### src/rtl/rv_pkg.sv
// Shared RV32I decode definitions: opcodes, register field positions,
// per-instruction register-use record and the issue-controller state type.
package rv_pkg;

    localparam logic [6:0] OP       = 7'h33;
    localparam logic [6:0] OP_IMM   = 7'h13;
    localparam logic [6:0] LOAD     = 7'h03;
    localparam logic [6:0] STORE    = 7'h23;
    localparam logic [6:0] BRANCH   = 7'h63;
    localparam logic [6:0] JAL      = 7'h6F;
    localparam logic [6:0] JALR     = 7'h67;
    localparam logic [6:0] LUI      = 7'h37;
    localparam logic [6:0] AUIPC    = 7'h17;
    localparam logic [6:0] MISC_MEM = 7'h0F;
    localparam logic [6:0] SYSTEM   = 7'h73;

    localparam int OPC_LSB = 0;
    localparam int RD_LSB  = 7;
    localparam int RS1_LSB = 15;
    localparam int RS2_LSB = 20;

    typedef enum logic [1:0] {
        ST_EMPTY = 2'd0,
        ST_VALID = 2'd1,
        ST_DRAIN = 2'd2
    } id_state_e;

    typedef struct packed {
        logic uses_rs1;
        logic uses_rs2;
        logic writes_rd;
        logic serialising;
    } reg_use_t;

    function automatic logic [6:0] f_opcode(input logic [31:0] instr);
        return instr[OPC_LSB +: 7];
    endfunction

    function automatic logic [4:0] f_rd(input logic [31:0] instr);
        return instr[RD_LSB +: 5];
    endfunction

    function automatic logic [4:0] f_rs1(input logic [31:0] instr);
        return instr[RS1_LSB +: 5];
    endfunction

    function automatic logic [4:0] f_rs2(input logic [31:0] instr);
        return instr[RS2_LSB +: 5];
    endfunction

endpackage

### src/rtl/reg_use_decode.sv
// Opcode to register-usage classification. Purely combinational so the
// forwarding unit can reuse it unchanged.
module reg_use_decode
    import rv_pkg::*;
(
    input  logic [6:0] opcode_i,
    output reg_use_t   use_o
);

    // Map each opcode to the register fields it reads/writes.
    always_comb begin
        use_o = '0;
        unique case (opcode_i)
            OP:       use_o = '{uses_rs1: 1'b1, uses_rs2: 1'b1, writes_rd: 1'b1, serialising: 1'b0};
            OP_IMM:   use_o = '{uses_rs1: 1'b1, uses_rs2: 1'b0, writes_rd: 1'b1, serialising: 1'b0};
            LOAD:     use_o = '{uses_rs1: 1'b1, uses_rs2: 1'b0, writes_rd: 1'b1, serialising: 1'b0};
            STORE:    use_o = '{uses_rs1: 1'b1, uses_rs2: 1'b1, writes_rd: 1'b0, serialising: 1'b0};
            BRANCH:   use_o = '{uses_rs1: 1'b1, uses_rs2: 1'b1, writes_rd: 1'b0, serialising: 1'b0};
            JAL:      use_o = '{uses_rs1: 1'b0, uses_rs2: 1'b0, writes_rd: 1'b1, serialising: 1'b0};
            JALR:     use_o = '{uses_rs1: 1'b1, uses_rs2: 1'b0, writes_rd: 1'b1, serialising: 1'b0};
            LUI:      use_o = '{uses_rs1: 1'b0, uses_rs2: 1'b0, writes_rd: 1'b1, serialising: 1'b0};
            AUIPC:    use_o = '{uses_rs1: 1'b0, uses_rs2: 1'b0, writes_rd: 1'b1, serialising: 1'b0};
            MISC_MEM: use_o = '{uses_rs1: 1'b0, uses_rs2: 1'b0, writes_rd: 1'b0, serialising: 1'b1};
            SYSTEM:   use_o = '{uses_rs1: 1'b0, uses_rs2: 1'b0, writes_rd: 1'b0, serialising: 1'b1};
            default:  use_o = '0;
        endcase
    end

endmodule

### src/rtl/id_issue_ctrl.sv
// Decode-stage issue controller: one-instruction slot in front of EX with a
// register scoreboard that blocks RAW/WAW hazards, caps outstanding writers,
// drains before FENCE/SYSTEM, honours flush and counts stall cycles.
//
// state    | meaning
// ---------+-------------------------------------------------------------
// ST_EMPTY | no instruction held
// ST_VALID | ordinary instruction held, issues when hazard-free
// ST_DRAIN | serialising instruction held, issues once scoreboard is clear
module id_issue_ctrl
    import rv_pkg::*;
#(
    parameter int MAX_INFLIGHT = 4,
    parameter int CNT_W        = 16
) (
    input  logic             clk,
    input  logic             reset,
    input  logic             if_valid,
    input  logic [31:0]      if_instr,
    output logic             if_ready,
    input  logic             ex_ready,
    output logic             id_issue,
    output logic [31:0]      id_instr,
    input  logic             wb_valid,
    input  logic [4:0]       wb_rd,
    input  logic             flush,
    output logic [31:0]      busy_vec,
    output logic [3:0]       inflight,
    output logic [CNT_W-1:0] stall_cnt
);

    id_state_e        state_q, state_d;
    logic [31:0]      instr_q, instr_d;
    reg_use_t         use_q, use_d;
    logic [31:0]      busy_q, busy_d;
    logic [3:0]       inflight_q, inflight_d;
    logic [CNT_W-1:0] stall_q, stall_d;

    reg_use_t    in_use;
    logic [4:0]  slot_rd, slot_rs1, slot_rs2;
    logic [31:0] wb_mask, eff_busy;
    logic        wb_clr, set_en, cap_full, hazard;
    logic        issue_c, ready_c, accept;

    // Incoming instruction is classified at accept time and the result kept
    // alongside the slot, so the hazard path only sees registered decode.
    reg_use_decode u_decode (
        .opcode_i (f_opcode(if_instr)),
        .use_o    (in_use)
    );

    assign slot_rd  = f_rd(instr_q);
    assign slot_rs1 = f_rs1(instr_q);
    assign slot_rs2 = f_rs2(instr_q);

    // Same-cycle writeback bypass and hazard evaluation on the slot.
    always_comb begin
        wb_mask  = wb_valid ? (32'd1 << wb_rd) : 32'd0;
        eff_busy = busy_q & ~wb_mask;
        wb_clr   = wb_valid && (wb_rd != 5'd0) && busy_q[wb_rd];
        cap_full = (inflight_q == 4'(MAX_INFLIGHT)) && !wb_clr;
        hazard   = (use_q.uses_rs1  && eff_busy[slot_rs1])
                || (use_q.uses_rs2  && eff_busy[slot_rs2])
                || (use_q.writes_rd && eff_busy[slot_rd])
                || (use_q.writes_rd && cap_full);
        issue_c  = reset && !flush && ex_ready
                && (((state_q == ST_VALID) && !hazard)
                 || ((state_q == ST_DRAIN) && (eff_busy == 32'd0)));
        ready_c  = reset && !flush && ((state_q == ST_EMPTY) || issue_c);
        accept   = if_valid && ready_c;
        set_en   = issue_c && use_q.writes_rd && (slot_rd != 5'd0);
    end

    // Next-state computation for slot, scoreboard and stall counter.
    always_comb begin
        state_d    = state_q;
        instr_d    = instr_q;
        use_d      = use_q;
        busy_d     = busy_q;
        inflight_d = inflight_q;
        stall_d    = stall_q;

        if (flush) begin
            state_d = ST_EMPTY;
        end else if (accept) begin
            state_d = in_use.serialising ? ST_DRAIN : ST_VALID;
            instr_d = if_instr;
            use_d   = in_use;
        end else if (issue_c) begin
            state_d = ST_EMPTY;
        end

        // Clear first so that an issue-set of the same register wins.
        if (wb_clr) begin
            busy_d[wb_rd] = 1'b0;
        end
        if (set_en) begin
            busy_d[slot_rd] = 1'b1;
        end
        busy_d[0] = 1'b0;

        unique case ({set_en, wb_clr})
            2'b10:   inflight_d = inflight_q + 4'd1;
            2'b01:   inflight_d = inflight_q - 4'd1;
            default: inflight_d = inflight_q;
        endcase

        if ((state_q != ST_EMPTY) && !issue_c && !flush
                && (stall_q != {CNT_W{1'b1}})) begin
            stall_d = stall_q + {{(CNT_W-1){1'b0}}, 1'b1};
        end
    end

    // State register with synchronous active-low reset.
    always_ff @(posedge clk) begin
        if (!reset) begin
            state_q    <= ST_EMPTY;
            instr_q    <= 32'd0;
            use_q      <= '0;
            busy_q     <= 32'd0;
            inflight_q <= 4'd0;
            stall_q    <= '0;
        end else begin
            state_q    <= state_d;
            instr_q    <= instr_d;
            use_q      <= use_d;
            busy_q     <= busy_d;
            inflight_q <= inflight_d;
            stall_q    <= stall_d;
        end
    end

    assign id_issue  = issue_c;
    assign if_ready  = ready_c;
    assign id_instr  = instr_q;
    assign busy_vec  = busy_q;
    assign inflight  = inflight_q;
    assign stall_cnt = stall_q;

endmodule

### config.mk
export PLATFORM = sky130hd
export DESIGN_NAME = id_issue_ctrl
export DESIGN_NICKNAME = d
export VERILOG_FILES = /design/src/rtl/rv_pkg.sv /design/src/rtl/reg_use_decode.sv /design/src/rtl/id_issue_ctrl.sv
export SDC_FILE = /design/constraint.sdc
export NUM_CORES = 1
export LEC_CHECK = 0
export ABC_AREA = 1
export BUFFER_PORTS_ARGS = -buffer_cell sky130_fd_sc_hd__buf_4
export CAP_MARGIN = 20
export CELL_PAD_IN_SITES_DETAIL_PLACEMENT = 0
export CELL_PAD_IN_SITES_GLOBAL_PLACEMENT = 2
export CORE_ASPECT_RATIO = 0.6
export CORE_MARGIN = 5
export CORE_UTILIZATION = 28
export DETAILED_ROUTE_END_ITERATION = 8
export GPL_ROUTABILITY_DRIVEN = 0
export PLACE_DENSITY_LB_ADDON = 0.1
export SYNTH_ARGS = -nofsm -noshare
export SYNTH_HDL_FRONTEND = slang
export SYNTH_SLANG_ARGS = --single-unit
### constraint.sdc
create_clock -name clk -period 3.1 [get_ports clk]
set_input_delay 0.155 -clock clk [delete_from_list [all_inputs] [get_ports clk]]
set_output_delay 0.155 -clock clk [all_outputs]
set_load 0.01 [all_outputs]
==> impl_metrics.json, run 1 <==
{
  "h-tree-depth": 3,
  "ys.flop_type": "dfxtp_1",
  "die_h_um": 123,
  "diodes": 0,
  "drt-total-wl_mm": 25.2,
  "slew_headroom": 0.617,
  "crit_slowest_cell": "dfxtp_4",
  "synth_edf_count": 0,
  "cp_top_family": "simple AND/OR/NAND/NOR gates",
  "yosys-top-cells-area": "dfxtp_1 (30%), nand2_1 (15%), nand3_1 (15%), nand4_1 (7.6%), inv_1 (7.4%)",
  "fmax_mhz": 352,
  "drt_iter0_drc": 488,
  "final_cells": 1432,
  "syn-mean-instance-area_um2": 6.01,
  "hold_class": "in -> reg",
  "fin_hold_ws_ps": 124,
  "critPathMaxStageDelay_ps": 370,
  "cpMostUsedCell": "nand2_1",
  "power_frac_clock": 0.409,
  "crit_fanout": 8,
  "io_buffers": 127,
  "clk_path_buf_depth": 2,
  "p_comb_frac": 0.172,
  "total_power_mw": 2.82,
  "grt_pass1_wl_mm": 39.1,
  "synth_seq_area_share": 0.295,
  "hold_violations": 0,
  "switchingPower_mw": 0.789,
  "cp_cell_sequence": "inv_1 -> nor2_2 -> buf_12 -> inv_1 -> o21ai_1 -> o21ai_1 -> nand2_1 -> nor2_1 -> nand2_1 -> nand2_1 -> nand2_1 -> nand4_1 -> nand2_1 -> nand4_1 -> ha_4 -> xor2_2 -> ha_1 -> a21oi_1 -> xor2_1 -> o21ai_0 -> inv_1",
  "synthTopCellsByCount": "nand2_1 (238), nand3_1 (176), inv_1 (118), dfxtp_1 (88), nor2_1 (87)",
  "ant_nets": 0,
  "status": "finished clean",
  "grt_max_degree": 49,
  "routedWlPerCell_um": 17.6,
  "clk_pin_slew_ps": 60,
  "cts_sinks": 88,
  "layout_setup_ws_ps": 260,
  "critPathKind": "reg -> reg",
  "p_leak_nw": 3.63,
  "ir_drop_uv": 248,
  "yosys_warnings": 0,
  "grt-ovfl-total": 0,
  "io_pins": 129,
  "dp_slack_ps": 39.7,
  "p_sw_frac": 0.280,
  "grt_usage": 0.206,
  "worst_setup_path_start_kind": "register",
  "fin_crit_sh": 0.916,
  "clock_latency_ps": 350,
  "via_per_inst": 4.95,
  "finClkSkew_ps": 9.00,
  "tns_ps": 0,
  "drv_cap": 0,
  "die_w_um": 198,
  "vias": 7095,
  "antenna_found_initial": 0,
  "setup.worst_path.end_class": "register",
  "dp.cells": 1414,
  "finalSetupViolCount": 0,
  "netlist_area_mm2": 0.00597,
  "postCtsHoldBufs": 0,
  "clock-root-buffer": "clkbuf_16",
  "yosys_register_bits": 88,
  "synth_fp_nets": 1039,
  "power_density_mw_per_mm2": 353,
  "post-route-min-period_ps": 2840,
  "dr.pass1.iters": 5,
  "layout-drive-gt1-share": 0.219,
  "synthCells": 992,
  "synth.most_common_cell": "nand2_1",
  "arrival_ps": 3080,
  "start_util": 0.284,
  "synth.distinct_cells": 34,
  "area_growth_pct": 33.9,
  "cts_tree": "yes",
  "worst_slew_pin_slew_ps": 575,
  "num-nets-final": 1196,
  "path_buf_inv": 4,
  "grt_pass1_vias": 6667,
  "place_hpwl_mm": 19.7,
  "rows": 41,
  "cts-buffers-inserted": 9,
  "drcViolationCount": 0,
  "drv_slew": 0,
  "core_area_mm2": 0.0210,
  "internal-power_mw": 2.03,
  "synthArstFlopShare": 0,
  "seqPwrFrac": 0.419,
  "required_ps": 3340,
  "yosys.area.top_type_share": 0.295,
  "synth_top_area_cell": "dfxtp_1",
  "die-area_mm2": 0.0244
}
## power by group through the flow
stage          clock network [mW]  registers [mW]  logic (mW)
2_1_floorplan                   0            1.21       0.248
3_3_place_gp                    0            1.21       0.477
3_5_place_dp                    0            1.20       0.475
4_1_cts                      1.20            1.18       0.477
5_1_grt                      1.23            1.18       0.538
6_report                     1.15            1.18       0.485
## cells by family (layout without fill, tap and decap cells)
group / count (synthesis) / in the layout / share of synthesized area
and+or+nand+nor: 603 / 603 / 0.461
xor gates and xnor gates: 18 / 18 / 0.0264
other: 1 / 1 / 0.000629
buffers and inverters: 192 / 353 / 0.130
AOI/OAI and AO/OA: 86 / 86 / 0.0782
adders and majority gates: 4 / 4 / 0.00839
DFF: 88 / 88 / 0.295
## layer usage
metal	GRT usage	vias up	share of wire
li1	-	3577	-
met1	0.312	3278	0.51
met2	0.308	219	0.42
met3	0.0395	21	0.058
met4	0.0354	0	0.0095
met5	0	-	0
## worst min-delay path: stages
cell     delay [ps]
buf_4            80
inv_1            30
nand4_1          70
nand2_1          50
nor2_1           70
## sequential cells by signal, indices dropped and copies added, names as in the netlist
signal and cells:
id_instr 32, busy_vec 31, stall_cnt 16, inflight 4, use_q 3, state_q 2
## final timing paths
check	from	end	slack [ps]	cells after the start
worst max-delay path	id_instr[8]$_SDFFE_PN0P_	inflight[2]$_SDFFE_PN0P_	260	21
worst min-delay path	if_instr[29]	id_instr[29]$_SDFFE_PN0P_	120	5
worst max register to register	id_instr[8]$_SDFFE_PN0P_	inflight[2]$_SDFFE_PN0P_	260	21
worst min register to register	state_q[0]$_SDFFE_PP0P_	state_q[0]$_SDFFE_PP0P_	490	2
## timing repair
| item | 4_1_cts | 5_1_grt |
|---|---|---|
| gates resized for setup | 0 | 14 |
| buffers inserted | 0 | 3 |
| endpoints found under the setup margin | 0 | 4 |
## cell type report
cell class              instances  area (um^2)
clock buffers                  13          270
clock inverters                 2         37.5
fillers                      2367        13000
inverters                     142          537
multi-input cells             712         3470
flip-flops and latches         88         1770
well taps                     279          349
repair buffers                196         1560
## placed cells by master, fill, tap and decap left out, types with 8 or more instances in the layout
| master | Yosys | layout |
|---|---|---|
| xnor2_1 | 9 | 9 |
| a21oi_1 | 58 | 58 |
| a22oi_1 | 9 | 9 |
| buf_4 | 5 | 189 |
| nand2_1 | 238 | 238 |
| xor2_1 | 9 | 8 |
| nor2_1 | 87 | 84 |
| inv_1 | 118 | 117 |
| inv_2 | 24 | 24 |
| nor3_1 | 18 | 16 |
| nand4_1 | 72 | 72 |
| dfxtp_1 | 88 | 86 |
| nand3_1 | 176 | 176 |
| clkbuf_16 | 0 | 9 |
## metrics by stage
step	cell area, um^2	utilization
2_1_floorplan	5970	-
3_3_place_gp	7590	0.362
3_5_place_dp	7590	0.362
4_1_cts	7900	0.376
5_1_grt	7990	0.381
6_report	7990	0.381
Power figures use the tool's default switching activity.
==> run 2, diff against run 1 <==
--- a/config.mk
+++ b/config.mk
@@ -18,4 +18,5 @@
 export PLACE_DENSITY_LB_ADDON = 0.1
 export SYNTH_ARGS = -nofsm -noshare
 export SYNTH_HDL_FRONTEND = slang
+export SYNTH_HIERARCHICAL = 1
 export SYNTH_SLANG_ARGS = --single-unit
==> impl_metrics.json, run 2 <==
{
  "clock-root-buffer": "clkbuf_16",
  "postCtsHoldBufs": 0,
  "status": "finished clean",
  "rsz0062_at_grt": "no",
  "final_cells": 1479,
  "fmax_mhz": 343,
  "cts-buffers-inserted": 9,
  "largest_reg_flops": 32,
  "grt_pass1_wl_mm": 40.5,
  "grt_pass1_vias": 6534,
  "yosys-top-cells-area": "dfxtp_1 (29%), nand2_1 (15%), nand3_1 (15%), inv_1 (9.0%), nand4_1 (8.4%)",
  "synth.most_common_cell": "nand2_1",
  "synth_seq_area_share": 0.294,
  "worst_setup_path_start_kind": "register",
  "worst_slew_pin_slew_ps": 622,
  "final_cell_mix": "nand2_1 (237), buf_4 (231), nand3_1 (175), inv_1 (142), dfxtp_1 (81)",
  "ant_nets": 0,
  "arrival_ps": 3160,
  "place_hpwl_mm": 21.2,
  "synth.distinct_cells": 34,
  "synthTopCellsByCount": "nand2_1 (240), nand3_1 (175), inv_1 (143), dfxtp_1 (88)",
  "layout_commonest_cell": "nand2_1",
  "drt-total-wl_mm": 27.4,
  "crit_fanout": 5,
  "drv_cap": 0,
  "multi_input_area_mm2": 0.00353,
  "final_util": 0.399,
  "cts_tree": "yes",
  "power_density_mw_per_mm2": 335,
  "io_buffers": 127,
  "synth_edf_count": 0,
  "synthArstFlopShare": 0,
  "ir_drop_uv": 260,
  "dp.cells": 1461,
  "die-area_mm2": 0.0245,
  "vias": 7442,
  "start_util": 0.284,
  "grt_max_degree": 50,
  "dr.pass1.iters": 5,
  "critPathKind": "reg -> reg",
  "drv_slew": 0,
  "synthCells": 995,
  "syn-mean-instance-area_um2": 6.01,
  "fin_crit_sh": 0.942,
  "drt_iter0_drc": 677,
  "netlist_area_mm2": 0.00598,
  "drcViolationCount": 0,
  "post-route-min-period_ps": 2920,
  "die_h_um": 123,
  "clk_path_buf_depth": 2,
  "clock_latency_ps": 360,
  "io_pins": 129,
  "routedWlPerCell_um": 18.5,
  "post-route-cell-area_mm2": 0.00840,
  "antenna_found_initial": 0,
  "yosys_register_bits": 88,
  "clk_pin_slew_ps": 70,
  "synth_fp_nets": 1042,
  "layout-drive-gt1-share": 0.248,
  "fillers": 2355,
  "finalSetupViolCount": 0,
  "via_per_inst": 5.03,
  "die_w_um": 199,
  "area_growth_pct": 40.3,
  "setup.worst_path.end_class": "register",
  "ys.flop_type": "dfxtp_1",
  "dpl_cell_area_mm2": 0.00799,
  "required_ps": 3340,
  "slew_headroom": 0.585,
  "total_power_mw": 2.81,
  "yosys.area.top_type_share": 0.294,
  "rows": 41,
  "p_leak_nw": 3.90,
  "finClkSkew_ps": 8.86,
  "core_area_mm2": 0.0210,
  "num-nets-final": 1242,
  "ff_latch_area_mm2": 0.00177,
  "cts_sinks": 88,
  "diodes": 0,
  "hold_violations": 0,
  "h-tree-depth": 3,
  "hold_class": "in -> reg",
  "synth_top_area_cell": "dfxtp_1",
  "grt-ovfl-total": 0,
  "yosys_warnings": 6,
  "grt_usage": 0.218
}
==> run 2: cell count changes after synthesis, sizes merged, moves of 2 or more <==
cell | before | now
o21ai | 14 | 12
inv | 142 | 146
a21oi | 58 | 49
xnor2 | 9 | 7
xor2 | 9 | 11
a22o | 0 | 2
o21a | 0 | 7
nor2 | 89 | 87
nand2 | 240 | 245
nor3 | 18 | 12
nand4 | 73 | 80
nand3 | 179 | 177
==> run 2: power breakdown <==
| part | internal, mW | switching (mW) | total, mW |
|---|---|---|---|
| clock | 0.647 | 0.494 | 1.14 |
| sequential | 1.16 | 0.0234 | 1.18 |
| combinational | 0.200 | 0.295 | 0.495 |
| total | 2.00 | 0.812 | 2.81 |
==> run 2: final timing paths <==
path / startpoint / endpoint / slack [ps] / cells after the start
max: busy_vec[1]$_SDFF_PN0_ / inflight[3]$_SDFFE_PN0P_ / 180 / 19
min: if_instr[26] / id_instr[26]$_SDFFE_PN0P_ / 120 / 5
max reg2reg: busy_vec[1]$_SDFF_PN0_ / inflight[3]$_SDFFE_PN0P_ / 180 / 19
min reg2reg: stall_cnt[15]$_SDFFE_PN0P_ / stall_cnt[15]$_SDFFE_PN0P_ / 470 / 2
==> run 2: cell families after synthesis <==
group           Yosys count  synth area share
simple gates            606             0.464
buf+inv                 196             0.127
flops                    88             0.294
compound gates           82            0.0789
xor+xnor                 18            0.0264
fa+ha+maj                 4           0.00837
other cells               1          0.000627
==> run 2: layout make-up <==
cell class,instances,share of cell area
multi-input combinational,711,0.420
timing repair buffer,239,0.226
sequential,88,0.211
inverter,146,0.0657
tap,279,0.0416
clock buffer,11,0.0289
clock inverter,5,0.00671
==> run 2: critical path, cell delays in order, from the launching register on <==
cell      delay [ps]
dfxtp_1          590
nand2_1          130
a31o_2           220
nand2_1           70
nor2_2            40
nand2_1           70
nand2_2           70
nand2_2          100
nand2_1           60
nand2_1           50
nand4_1           60
nand2_1           80
nand4_1          200
ha_2             300
xnor2_1          140
nand3b_1         190
a21oi_1          130
o21ai_0          110
o21ai_1          140
a21oi_1           50
==> run 2: repair_timing <==
action	in CTS	in global routing
endpoints found under the setup margin	0	3
buffers inserted	0	2
gates resized for setup	0	28
==> run 2: layer usage <==
metal  global-route usage  routed length, um  vias to the layer above
met5                    0                  0                        -
met3               0.0798               3300                       15
li1                     -                  -                     3662
met2                0.262               9900                      319
met4               0.0325                185                        0
met1                0.357              14000                     3446
==> run 2: through the flow <==
stage          setup slack, ps  hold slack (ps)  setup TNS (ps)
2_1_floorplan             59.0              379               0
3_3_place_gp             -54.3              470           -83.4
3_5_place_dp             -65.7              469           -98.9
4_1_cts                   78.6             99.6               0
5_1_grt                   8.50              118               0
6_report                   181              115               0
